[src/rtl/reg_file_sb_pkg.sv]
// Shared geometry for the register file, ALU and decode: default data/address
// widths and the register count derived from the address width.
package reg_file_sb_pkg;

  localparam int DATA_W_DEF = 9;
  localparam int ADDR_W_DEF = 2;

  function automatic int depth_of(input int addr_w);
    return 1 << addr_w;
  endfunction

endpackage

[src/rtl/reg_scoreboard.sv]
// Per-register busy bits for in-flight multi-cycle writers, with the
// set-over-clear update and the read-port hazard/stall decode.
module reg_scoreboard
  import reg_file_sb_pkg::*;
#(
  parameter int ADDR_W   = ADDR_W_DEF,
  parameter int ZERO_REG = 0
) (
  input  logic                     clk,
  input  logic                     rst,
  input  logic                     rd_en,
  input  logic [ADDR_W-1:0]        rd0_addr,
  input  logic [ADDR_W-1:0]        rd1_addr,
  input  logic                     wr_en,
  input  logic [ADDR_W-1:0]        wr_addr,
  input  logic                     iss_en,
  input  logic [ADDR_W-1:0]        iss_addr,
  output logic                     stall,
  output logic [(2**ADDR_W)-1:0]   busy_vec
);

  localparam int DEPTH = depth_of(ADDR_W);

  logic [DEPTH-1:0] busy_q;
  logic [DEPTH-1:0] busy_next;
  logic             haz0;
  logic             haz1;

  // Clear on writeback first, then set on issue, so a same-cycle issue to the
  // same register keeps it busy for the new producer.
  always_comb begin
    busy_next = busy_q;
    for (int i = 0; i < DEPTH; i++) begin
      if (wr_en && (wr_addr == ADDR_W'(i)))
        busy_next[i] = 1'b0;
      if (iss_en && (iss_addr == ADDR_W'(i)))
        busy_next[i] = 1'b1;
    end
    if (ZERO_REG != 0)
      busy_next[0] = 1'b0;
  end

  always_ff @(posedge clk or posedge rst) begin
    if (rst)
      busy_q <= '0;
    else
      busy_q <= busy_next;
  end

  // A writeback landing in the same cycle already supplies the operand.
  always_comb begin
    haz0  = busy_q[rd0_addr] && !(wr_en && (wr_addr == rd0_addr));
    haz1  = busy_q[rd1_addr] && !(wr_en && (wr_addr == rd1_addr));
    stall = rd_en && (haz0 || haz1);
  end

  assign busy_vec = busy_q;

endmodule

[src/rtl/reg_file_sb.sv]
// Register file with two registered read ports, one write port, write-to-read
// bypass and a busy scoreboard that stalls reads of still-pending operands.
module reg_file_sb
  import reg_file_sb_pkg::*;
#(
  parameter int DATA_W   = DATA_W_DEF,
  parameter int ADDR_W   = ADDR_W_DEF,
  parameter int ZERO_REG = 0
) (
  input  logic                      clk,
  input  logic                      rst,
  input  logic                      rd_en,
  input  logic [ADDR_W-1:0]         rd0_addr,
  input  logic [ADDR_W-1:0]         rd1_addr,
  output logic signed [DATA_W-1:0]  rd0_data,
  output logic signed [DATA_W-1:0]  rd1_data,
  output logic                      rd_valid,
  input  logic                      wr_en,
  input  logic [ADDR_W-1:0]         wr_addr,
  input  logic signed [DATA_W-1:0]  wr_data,
  input  logic                      iss_en,
  input  logic [ADDR_W-1:0]         iss_addr,
  output logic                      stall,
  output logic [(2**ADDR_W)-1:0]    busy_vec
);

  localparam int DEPTH = depth_of(ADDR_W);

  logic signed [DATA_W-1:0] regs [DEPTH];
  logic signed [DATA_W-1:0] rd0_next;
  logic signed [DATA_W-1:0] rd1_next;
  logic                     wr_ok;
  logic                     rd_fire;

  reg_scoreboard #(
    .ADDR_W   (ADDR_W),
    .ZERO_REG (ZERO_REG)
  ) u_scoreboard (
    .clk      (clk),
    .rst      (rst),
    .rd_en    (rd_en),
    .rd0_addr (rd0_addr),
    .rd1_addr (rd1_addr),
    .wr_en    (wr_en),
    .wr_addr  (wr_addr),
    .iss_en   (iss_en),
    .iss_addr (iss_addr),
    .stall    (stall),
    .busy_vec (busy_vec)
  );

  assign wr_ok   = wr_en && !((ZERO_REG != 0) && (wr_addr == '0));
  assign rd_fire = rd_en && !stall;

  always_ff @(posedge clk or posedge rst) begin
    if (rst) begin
      for (int i = 0; i < DEPTH; i++)
        regs[i] <= '0;
    end else if (wr_ok) begin
      regs[wr_addr] <= wr_data;
    end
  end

  // A hardwired zero register overrides the bypass even when wr_addr is 0.
  always_comb begin
    rd0_next = regs[rd0_addr];
    rd1_next = regs[rd1_addr];
    if (wr_en && (wr_addr == rd0_addr))
      rd0_next = wr_data;
    if (wr_en && (wr_addr == rd1_addr))
      rd1_next = wr_data;
    if ((ZERO_REG != 0) && (rd0_addr == '0))
      rd0_next = '0;
    if ((ZERO_REG != 0) && (rd1_addr == '0))
      rd1_next = '0;
  end

  always_ff @(posedge clk or posedge rst) begin
    if (rst) begin
      rd0_data <= '0;
      rd1_data <= '0;
      rd_valid <= 1'b0;
    end else begin
      rd_valid <= rd_fire;
      if (rd_fire) begin
        rd0_data <= rd0_next;
        rd1_data <= rd1_next;
      end
    end
  end

endmodule

[config.mk]
export PLATFORM = sky130hd
export DESIGN_NAME = reg_file_sb
export DESIGN_NICKNAME = d
export VERILOG_FILES = /design/src/rtl/reg_file_sb_pkg.sv /design/src/rtl/reg_scoreboard.sv /design/src/rtl/reg_file_sb.sv
export SDC_FILE = /design/constraint.sdc
export NUM_CORES = 1
export LEC_CHECK = 0
export CORE_MARGIN = 5
export CORE_UTILIZATION = 40
export CTS_CLUSTER_SIZE = 16
export DETAILED_ROUTE_END_ITERATION = 16
export GPL_TIMING_DRIVEN = 0
export PLACE_DENSITY = 0.7
export SETUP_SLACK_MARGIN = 0.2
export SLEW_MARGIN = 25
export SYNTH_ARGS = -nofsm -noshare
export SYNTH_HDL_FRONTEND = slang
export SYNTH_SLANG_ARGS = --single-unit
[constraint.sdc]
create_clock -name clk -period 3.9 [get_ports clk]
set_input_delay 0.585 -clock clk [delete_from_list [all_inputs] [get_ports clk]]
set_output_delay 0.585 -clock clk [all_outputs]
set_load 0.005 [all_outputs]
======== Word level (Yosys, flattened, before mapping) ========
Cells that the tools add are included.
word-level totals
  word-level logic and storage cells ...... 76
  memories kept ........................... 0
  memory bits (read-only) ................. 0
  register bits ........................... 59
  memory bits (writable) .................. 0
  bits of input ports ..................... 22
  bits in latches ......................... 0
  output and inout bits ................... 24
operators by class
  order comparisons ....................... 6
  shift-type cells ........................ 0
  reductions and logical operators ........ 25
  multiply operators ...................... 0
  eq/ne operators ......................... 8
  muxes and demuxes ....................... 23
  div/mod/pow operators ................... 0
  add/subtract/negate cells ............... 0
  bitwise logic cells ..................... 3
operators by type and width
  kind                count
  $mux 9              7
  $bmux 9 s2          2
  $bwmux 36           1
  $demux 9 s2         1
  $logic_and 1x1->1   15
  $mux 1              10
  $ge 3x3->1 const B  3
  $not 2->3           3
  $eq 2x2->1 const B  4
  $reduce_bool 2->1   4
  $lt 2x3->1 const B  2
  $bmux 1 s2          2
  $eq 2x1->1 const B  2
  $eq 2x2->1          2
  $logic_not 2->1     2
  $logic_not 1->1     3
  $lt 3x1->1 const B  1
  $logic_or 1x1->1    1

======== Longest topological paths before layout ========
Gate-level depths: netlist of run 1.
  depth in word-level cells ............... 8
  mapped depth ............................ 7
  mapped depth without buffers ............ 4

======== By module ========
Synthesis of run 1 repeated with hierarchy kept, for this count alone.
unflattened totals
  cells, all modules ...................... 235
  area total of the unflattened synthesis .. 3196.8 sq um
modules (own cells, without submodules)
  module          instances  area an instance (sq um)  cells an instance  seq. area each (sq um)
  reg_file_sb     1          2910.3                    209                1376.3
  reg_scoreboard  1          286.5                     26                 100.1

======== Worst setup path after synthesis of run 1 ========
OpenSTA, ideal clock, no wires.
  kind .................................... in2reg
  start point ............................. in rd0_addr[0]
  end point ............................... reg rd0_data[8]
  stages .................................. 5
  data arrival time ....................... 2.002 ns
  path slack .............................. 1.773 ns
  required time ........................... 3.775 ns
  path buffers ............................ 2
  setup time .............................. 0.125 ns
  cells stage by stage .................... mux4_2 > a221o_1 > buf_6 > buf_6 > mux2_4
on the way
  cells in the longest elaborated chain, start to end .. 8
  elaborated cells between the ends (all ways) .. 15
  classes of those cells .................. 1 x eq/ne; 6 x mux; 1 x bitwise; 7 x reduce/logical
RTL lines
  element               RTL line                                 text
  start, declared       reg_file_sb.sv:13                        input logic [ADDR_W-1:0] rd0_addr,
  $eq 2x2->1            reg_scoreboard.sv:52, reg_file_sb.sv:68
  $logic_and 1x1->1     reg_scoreboard.sv:52, reg_file_sb.sv:68
  $logic_not 1->1       reg_scoreboard.sv:52                     haz0 = busy_q[rd0_addr] && !(wr_en && (wr_addr == rd0_addr));
  $logic_and 1x1->1     reg_scoreboard.sv:52
  $logic_or 1x1->1      reg_scoreboard.sv:54                     stall = rd_en && (haz0 || haz1);
  $logic_and 1x1->1     reg_scoreboard.sv:54
  $logic_not 1->1       reg_file_sb.sv:53                        assign rd_fire = rd_en && !stall;
  $logic_and 1x1->1     reg_file_sb.sv:53
  end signal, assigned  reg_file_sb.sv:86                        rd0_data <= rd0_next;
  end, declared         reg_file_sb.sv:15                        output logic signed [DATA_W-1:0] rd0_data,
Parallel ways exist; a longest one is shown, timed or not. The select of a mux whose other input is x is not followed.
A chain may end at the register's enable or synchronous reset.

======== Worst setup path in the final report of run 1 ========
  start point ............................. in rd0_addr[1]
  end point ............................... out stall
on the way
  cells in the longest elaborated chain, start to end .. 6
  elaborated cells between the ends (all ways) .. 8
  classes of those cells .................. 1 x eq/ne; 2 x mux; 5 x reduce/logical
RTL lines
  element                RTL line              text
  $eq 2x2->1             reg_scoreboard.sv:52
  $logic_and 1x1->1      reg_scoreboard.sv:52
  $logic_not 1->1        reg_scoreboard.sv:52
  $logic_and 1x1->1 (*)  reg_scoreboard.sv:52
  $logic_or 1x1->1 (*)   reg_scoreboard.sv:54
  $logic_and 1x1->1 (*)  reg_scoreboard.sv:54
  end, declared          reg_file_sb.sv:23     output logic stall,
Every way passes the cells marked *; elsewhere a longest branch is shown, timed or not. The select of a mux whose other input is x is not followed.

==> results of run 1 <==
layer usage:
metal  wire (um)  vias to the layer above  share of wire [%]  track usage (%)
met3         287                       12                4.4             3.72
li1            -                      821                  -                -
met4         142                        0                2.2             7.36
met2        3150                       42                 49             25.6
met5           0                        -                  0                0
met1        2910                      926                 45             19.8
metrics by stage:
| stage | instances | power [mW] | setup WS, ns | instance area, um^2 |
|---|---|---|---|---|
| 6_report | 346 | 2.06 | 0.552 | 3760 |
| 3_5_place_dp | 331 | 1.57 | 0.510 | 3580 |
| 2_1_floorplan | 188 | 1.25 | 1.77 | 3000 |
| 3_3_place_gp | 330 | 1.55 | 0.522 | 3550 |
| 4_1_cts | 346 | 2.08 | 0.516 | 3760 |
| 5_1_grt | 346 | 2.17 | 0.439 | 3760 |
power by group through the flow:
stage               registers (mW)  logic, mW  clock network [mW]
floorplan                    0.887      0.367                   0
global placement             0.892      0.656                   0
detailed placement           0.898      0.670                   0
CTS                          0.888      0.673               0.523
global route                 0.910      0.714               0.550
finish                       0.888      0.660               0.510
flip-flops by register name (all words and copies together), names as in the netlist:
register and count:
rd0_data 9, rd1_data 9, regs 36, u_scoreboard.busy_vec 4, rd_valid 1
cells by family after synthesis:
kind of cell / count (synthesis) / synth area share (%)
XOR/XNOR: 4 / 1.17
buffers and inverters: 18 / 3.01
multiplexers: 92 / 43.2
AO/OA/AOI/OAI: 6 / 1.63
AND/OR/NAND/NOR: 9 / 1.71
flip-flops: 59 / 49.3
how the worst min path moves through the flow:
stage | from | end | slack (ns) | cells past startpoint
after floorplan | regs[15] | regs[15] | 0.49 | 1
after global placement | rd0_data[4] | rd0_data[4] | 0.49 | 1
after detailed placement | rd0_data[4] | rd0_data[4] | 0.49 | 1
after CTS | rd0_data[0] | rd0_data[0] | 0.51 | 1
after global routing | rd0_data[6] | rd0_data[6] | 0.52 | 1
final | rd0_data[1] | rd0_data[1] | 0.50 | 1
cell usage after synthesis, drive strengths merged:
library cell  count
nand3             3
nor3b             1
a22oi             1
a32o              2
mux4             20
nor2              1
dfrtp            59
mux2             72
buf               9
nand2b            1
o21ai             1
nand2             1
xnor2             4
nand3b            2
o22ai             1
a221o             1
inv               5
clkbuf            4
area by class of cell:
class / count / area, um^2 / share of cell area [%]
buffer: 13 / 71.3 / 1.90
clock buffer: 13 / 169 / 4.49
timing repair buffer: 44 / 458 / 12.2
clock inverter: 2 / 10.0 / 0.266
inverter: 5 / 21.3 / 0.566
tap: 99 / 124 / 3.29
sequential: 59 / 1480 / 39.3
multi-input combinational: 111 / 1430 / 38.0
worst max-delay path: stages:
cell and delay, ns:
clkdlybuf4s50_1 0.50, buf_2 0.34, xnor2_1 0.11, nand3_1 0.11, buf_2 0.30, a22oi_1 0.14
nor2_1 0.14, clkdlybuf4s50_1 0.52
==> results.ini, run 1 <==
[outcome]
outcome=finished clean

[timing]
max_freq_mhz=299
timing.final.crit_share_pct=85.8
rsz0062_at_grt=false
finalSetupViolCount=0
worst_slew_pin_slew_ns=0.752
slew_headroom_pct=49.9
fin_hold_ws_ns=0.503
tns_ns=0
hold_violations=0
clock_skew_ns=0.00905
slew_viol_final=0
period_needed_ns=3.35

[worst_setup_path]
cp.arrival_ns=2.76
start_kind=primary input
critPathCapture=stall
ff2ff_setup_slack_ns=1.85
reg2reg_from=u_scoreboard.busy_vec[3]
startpoint=rd0_addr[1]
critPathCaptureType=primary output
required_ns=3.31
path_max_fanout=10
r2r-end=rd1_data[8]
reg2reg_depth=5
critPathKind=in -> out

[clocking]
clk_pin_slew_worst_paths_ns=0.06
cts_buffers=9
ctsResizeCount=0
hold_buffers=0
tritoncts=yes
h-tree-depth=3
post-cts-setup-buffers=0
insertion_delay_ns=0.35
clockBufferDepth=2
cts_sinks=59
root_buffer=clkbuf_8

[yosys]
syn_area_um2=3000
synth_seq_area_share_pct=49.3
avgSynthCellArea_um2=15.9
yosysWarnings=0
synth_top_area_share_pct=49.3
synth_area_leaders=dfrtp_1 (49%), mux2_2 (24%), mux4_2 (15%)
yosys.area.top_type=dfrtp_1
synthesis.nets=210
ys_seq_elements=59
syn_inst=188
synth_cell_types=21

[routing]
drc=0
drt_iter0_drc=50
detail_route.wl_per_cell_um=18.8
vias_per_cell=5.21
first_pass_iters=6
drt-total-wl_um=6490
ant_nets=0
vias=1801

[power]
switching_share_pct=25.3
p_leak_nw=1.56
power_density_nw_per_um2=547
netSwitchingPower_mw=0.522
pwr-share-seq_pct=43.1
ir_drop_mv=0.165
clkPwrFrac_pct=24.8
intPower_mw=1.54
p_comb_share_pct=32.1

[grt]
grt_pass1_wl_um=10500
grt_overflow=0
track_usage_pct=15.7
grt_max_degree=45
grt_antenna_before_repair=0
grt_pass1_vias=1966

[floorplan]
ios=46
initial_core_util_pct=41.1
fp.dieH_um=96.6
die-width_um=96.6
dieArea_um2=9320
row_count=31
coreArea_um2=7290

[placement]
place_congestion=0.830
io_buffers=43
dpl.hpwl_um=4290

[job]
cap_violations=0

[layout]
nets=265
final_common_cell=mux2_2
finish.utilization_pct=51.6
drive_gt1_share_pct=47.0
syn_to_final_growth_pct=25.5
diodes=0
final_cell_mix=mux2_2 (63), dfrtp_1 (59), clkdlybuf4s50_1 (43)
fillers=660

[worst_hold_path]
hold_class=reg -> reg

No activity file was read; power rests on OpenSTA's default activity.
==> run 2, diff against run 1 <==
--- a/config.mk
+++ b/config.mk
@@ -6,11 +6,12 @@
 export NUM_CORES = 1
 export LEC_CHECK = 0
 export CORE_MARGIN = 5
-export CORE_UTILIZATION = 40
+export CORE_UTILIZATION = 60
+export CTS_BUF_LIST = sky130_fd_sc_hd__clkbuf_8
 export CTS_CLUSTER_SIZE = 16
 export DETAILED_ROUTE_END_ITERATION = 16
 export GPL_TIMING_DRIVEN = 0
-export PLACE_DENSITY = 0.7
+export PLACE_DENSITY = 0.95
 export SETUP_SLACK_MARGIN = 0.2
 export SLEW_MARGIN = 25
 export SYNTH_ARGS = -nofsm -noshare
==> results.ini, run 2 (synthesis results as in run 1) <==
[worst_setup_path]
cp_slowest_cell=clkdlybuf4s50_1
cp_slowest_stage_delay_ns=0.53  ; about the same
cp_top_family=buffers and inverters
critPathKind=in -> out
path_buf_inv=4  ; unchanged
cp_cell_sequence=clkdlybuf4s50_1 -> buf_2 -> xnor2_1 -> nand3_1 -> buf_2 -> a22oi_1 -> nor2_1 -> clkdlybuf4s50_1
required_ns=3.31  ; about the same
start_kind=primary input
critPathCaptureType=primary output
path_max_fanout=10  ; unchanged
cp.arrival_ns=2.78  ; +0.02 ns

[layout]
top_register=regs
final_common_cell=mux2_2
diodes=0  ; unchanged
final_cell_mix=mux2_2 (63), dfrtp_1 (59), clkdlybuf4s50_1 (43)
instances_no_fill=315  ; -9.0%
reg_top3=regs: 36 flops, rd0_data: 9 flops, rd1_data: 9 flops
drive_gt1_share_pct=46.8  ; -0.19 points
nets=265  ; unchanged
syn_to_final_growth_pct=23.6
largest_reg_flops=36  ; unchanged

[floorplan]
ios=46  ; unchanged
row_count=25  ; -19%
die-width_um=80.7  ; -16%
initial_core_util_pct=62.6  ; +22 points
fp.dieH_um=80.7  ; -16%
coreArea_um2=4790  ; -34%
dieArea_um2=6510  ; -30%

[timing]
slew_headroom_pct=48.5  ; -1.3 points
timing.final.crit_share_pct=86.2  ; +0.41 points
slew_viol_final=0  ; unchanged
max_freq_mhz=297  ; -0.48%
worst_slew_pin_slew_ns=0.772  ; +0.0198 ns
tns_ns=0  ; unchanged
rsz0062_at_grt=false
hold_violations=0  ; unchanged
period_needed_ns=3.36  ; +0.0161 ns
finalSetupViolCount=0  ; unchanged
clock_skew_ns=0.00627  ; -0.00278 ns

[clocking]
root_buffer=clkbuf_8
cts_buffers=9  ; unchanged
hold_buffers=0  ; unchanged
insertion_delay_ns=0.34  ; about the same
post-cts-setup-buffers=0  ; unchanged
clockBufferDepth=2  ; unchanged
tritoncts=yes
clk_pin_slew_worst_paths_ns=0.07  ; about the same
h-tree-depth=3  ; unchanged
cts_sinks=59  ; unchanged
ctsResizeCount=0  ; unchanged

[routing]
ant_nets=0  ; unchanged
topRoutingLayerUsed=met4
wl_met1_um=2750  ; -5.7%
vias_per_cell=5.89  ; +13%
drt_iter0_drc=215  ; +330%
first_pass_iters=4  ; -2
drc=0  ; unchanged
detail_route.wl_per_cell_um=21.0  ; +12%
drt-total-wl_um=6630  ; +2.1%
vias=1855  ; +3.0%
dr_wl_met3_um=447  ; +56%
wl_met2_um=3330  ; +5.6%

[grt]
track_usage_pct=24.0  ; +8.2 points
grt_pass1_vias=2116  ; +7.6%
grt_pass1_wl_um=11000  ; +5.5%
grt_overflow=0  ; unchanged
grt_max_degree=38  ; -16%
grt_antenna_before_repair=0  ; unchanged

[worst_hold_path]
hold_class=reg -> reg

[placement]
io_buffers=43  ; unchanged
dpl.hpwl_um=4110  ; -4.2%
place_inst=299  ; -9.7%
place_congestion=0.809  ; -2.6%

[power]
p_leak_nw=1.56  ; -0.25%
ir_drop_mv=0.475  ; +190%
power_density_nw_per_um2=554  ; +1.3%

[job]
cap_violations=0  ; unchanged

[outcome]
outcome=finished clean

-- run 2: cell types whose count changed in the layout (fill, tap and decap cells not counted), sizes merged --
cell and change:
clkinvlp +1, inv +2, clkinv +1, clkbuf -3
-- run 2: through the flow --
step | hold WS [ns] | util [%] | area, um^2 | worst slack, ns | total power, mW
2_1_floorplan | 0.491 | - | 3000 | 1.77 | 1.25
3_3_place_gp | 0.489 | 73.4 | 3510 | 0.605 | 1.54
3_5_place_dp | 0.493 | 73.8 | 3530 | 0.565 | 1.57
4_1_cts | 0.508 | 77.4 | 3700 | 0.547 | 2.07
5_1_grt | 0.527 | 77.4 | 3700 | 0.396 | 2.18
6_report | 0.504 | 77.4 | 3700 | 0.536 | 2.05
-- run 2: cell type report --
class,instances,area (um^2)
Buffer,13,71.3
Clock buffer,10,138
Multi-Input combinational cell,111,1430
Fill cell,290,1080
Sequential cell,59,1480
Clock inverter,6,33.8
Inverter,5,21.3
Tap cell,67,83.8
Timing Repair Buffer,44,450
-- run 2: final timing paths --
| kind | startpoint | end | slack (ns) | cells after the start |
|---|---|---|---|---|
| max | rd0_addr[1] | stall | 0.54 | 8 |
| min | rd0_data[4] | rd0_data[4] | 0.50 | 1 |
| max reg2reg | u_scoreboard.busy_vec[3] | rd1_data[1] | 1.84 | 5 |
| min reg2reg | rd0_data[4] | rd0_data[4] | 0.50 | 1 |
| max in group asynchronous | rst | u_scoreboard.busy_vec[0] | 2.86 | 3 |
| min in group asynchronous | rst | rd0_data[0] | 0.55 | 2 |
-- run 2: worst register-to-register path, delay by kind of cell, from the launching register on --
kind,cells,cell delay [ns]
mux,2,0.80
buf+inv,2,0.35
flops,1,0.41
compound gates,1,0.39
-- run 2: report_power, final --
group | internal [mW] | switching [mW] | leakage (nW)
clock network | 0.242 | 0.249 | 0.0946
logic | 0.473 | 0.196 | 0.760
registers | 0.786 | 0.108 | 0.701
-- run 2: routing by layer --
metal	track usage, %	vias to the layer above
met3	8.07	10
met2	38.7	57
met4	9.12	0
met5	0	-
met1	29.8	964
li1	-	824
==> run 3, diff against run 2 <==
--- a/config.mk
+++ b/config.mk
@@ -6,12 +6,12 @@
 export NUM_CORES = 1
 export LEC_CHECK = 0
 export CORE_MARGIN = 5
-export CORE_UTILIZATION = 60
+export CORE_UTILIZATION = 40
 export CTS_BUF_LIST = sky130_fd_sc_hd__clkbuf_8
 export CTS_CLUSTER_SIZE = 16
 export DETAILED_ROUTE_END_ITERATION = 16
 export GPL_TIMING_DRIVEN = 0
-export PLACE_DENSITY = 0.95
+export PLACE_DENSITY = 0.72
 export SETUP_SLACK_MARGIN = 0.2
 export SLEW_MARGIN = 25
 export SYNTH_ARGS = -nofsm -noshare
==> constraint.sdc (replaced) <==
create_clock -name clk -period 3.3 [get_ports clk]
set_input_delay 0.495 -clock clk [delete_from_list [all_inputs] [get_ports clk]]
set_output_delay 0.495 -clock clk [all_outputs]
set_load 0.005 [all_outputs]
==> results.ini, run 3 (synthesis results as in run 1) <==
[timing]
period_needed_ns=3.01
slew_viol_final=0  ; unchanged
tns_ns=0  ; unchanged
slew_headroom_pct=50.1  ; +1.6 points
max_freq_mhz=333
rsz0062_at_grt=false
fin_hold_ws_ns=0.404  ; -0.100 ns
hold_violations=0  ; unchanged
worst_slew_pin_slew_ns=0.748  ; -0.0235 ns
finalSetupViolCount=0  ; unchanged
timing.final.crit_share_pct=91.1
clock_skew_ns=0.00740  ; +0.00113 ns

[routing]
ant_nets=0  ; unchanged
vias_per_cell=5.30  ; -10%
drt-total-wl_um=6430  ; -3.0%
detail_route.wl_per_cell_um=18.5  ; -12%
drc=0  ; unchanged
drt_iter0_drc=62  ; -71%
first_pass_iters=4  ; unchanged
vias=1839  ; -0.86%

[grt]
grt_pass1_vias=2023  ; -4.4%
grt_pass1_wl_um=10700  ; -3.4%
grt_antenna_before_repair=0  ; unchanged
grt_overflow=0  ; unchanged
track_usage_pct=15.9  ; -8.1 points
grt_max_degree=52  ; +37%

[worst_setup_path]
critPathKind=in -> out
path_buf_inv=4  ; unchanged
path_max_fanout=10  ; unchanged
reg2reg_from=u_scoreboard.busy_vec[3]
cp_slowest_cell=clkdlybuf4s50_1
cp_top_family=buffers and inverters
r2r-end=rd1_data[4]
reg2reg_depth=5  ; unchanged
cp_common_cell=clkdlybuf4s50_1
cp_slowest_stage_delay_ns=0.52  ; about the same
cp.arrival_ns=2.51  ; -0.27 ns
critPathCaptureType=primary output
ff2ff_setup_slack_ns=1.27  ; -0.57 ns
cp_cell_sequence=clkdlybuf4s50_1 -> buf_4 -> xnor2_1 -> nand3_1 -> buf_2 -> a22oi_1 -> nor2_1 -> clkdlybuf4s50_1
required_ns=2.80  ; -0.51 ns
start_kind=primary input

[clocking]
tritoncts=yes
cts_buffers=9  ; unchanged
root_buffer=clkbuf_8
insertion_delay_ns=0.34  ; about the same
clk_pin_slew_worst_paths_ns=0.07  ; about the same
cts_sinks=59  ; unchanged
h-tree-depth=3  ; unchanged
clockBufferDepth=2  ; unchanged

[outcome]
outcome=finished clean

[layout]
final_cell_mix=mux2_2 (63), dfrtp_1 (59), clkdlybuf4s50_1 (43)
reg_top3=regs: 36 flops, rd0_data: 9 flops, rd1_data: 9 flops
largest_reg_flops=36  ; unchanged
syn_to_final_growth_pct=26.4
nets=265  ; unchanged
instances_no_fill=347  ; +10%
top_register=regs
diodes=0  ; unchanged
drive_gt1_share_pct=47.2  ; +0.40 points
final_common_cell=mux2_2
finish.utilization_pct=51.9  ; -25 points

[placement]
place_inst=331  ; +11%
io_buffers=43  ; unchanged
dpl.hpwl_um=4120  ; +0.21%
place_congestion=0.722  ; -11%

[floorplan]
dieArea_um2=9320  ; +43%
initial_core_util_pct=41.1  ; -22 points
coreArea_um2=7290  ; +52%
row_count=31  ; +24%
fp.dieH_um=96.6  ; +20%
ios=46  ; unchanged
die-width_um=96.6  ; +20%

[power]
power_density_nw_per_um2=655  ; +18%
p_leak_nw=1.57  ; +1.1%
ir_drop_mv=0.304  ; -36%
power_mw=2.48  ; +21%

[job]
cap_violations=0  ; unchanged

[worst_hold_path]
hold_class=in -> async

[run 3: cell count changes in the layout (fill, tap and decap cells not counted), sizes merged]
cell / change
buf: -1
bufinv: +1
clkbuf: +1
inv: -1
[run 3: worst max path at each step]
stage / end / slack, ns / from / cells past startpoint
2_1_floorplan: rd0_data[8] / 1.26 / rd0_addr[0] / 5
3_3_place_gp: stall / 0.18 / rd0_addr[1] / 8
3_5_place_dp: stall / 0.13 / rd0_addr[0] / 8
4_1_cts: stall / 0.23 / rd0_addr[0] / 8
5_1_grt: stall / 0.20 / rd1_addr[0] / 8
6_report: stall / 0.29 / rd1_addr[0] / 8
[run 3: per-layer routing]
layer / part of all wire [%] / vias up / GRT usage (%) / wire [um]
met5: 0 / - / 0 / 0
met4: 1.7 / 0 / 6.89 / 107
met3: 4.8 / 12 / 4.42 / 306
met2: 47 / 46 / 24.4 / 3030
met1: 46 / 952 / 21.0 / 2990
li1: - / 829 / - / -
[run 3: area by class of cell]
class                      instances  area [um^2]
fill                             666         3500
buffer                            13         83.8
sequential                        59         1480
clock inverter                     6         56.3
multi-input combinational        111         1430
clock buffer                      10          138
inverter                           5         21.3
tap                               99          124
timing repair buffer              44          458
[run 3: stage by stage]
| step | instance area, um^2 | setup WS (ns) |
|---|---|---|
| after global placement | 3550 | 0.176 |
| after detailed placement | 3580 | 0.127 |
| after CTS | 3780 | 0.229 |
| after floorplan | 3000 | 1.26 |
| after global routing | 3790 | 0.200 |
| final | 3790 | 0.295 |
[run 3: power breakdown]
group	leakage [nW]	switching, mW	internal (mW)
logic	0.768	0.219	0.561
registers	0.701	0.121	0.928
clock network	0.103	0.290	0.362
[run 3: what timing repair did]
item	CTS	global route
endpoints found under the setup margin	1	1
gates resized for setup	4	1
hold buffers	0	0
buffers inserted	0	0
cloned	0	0
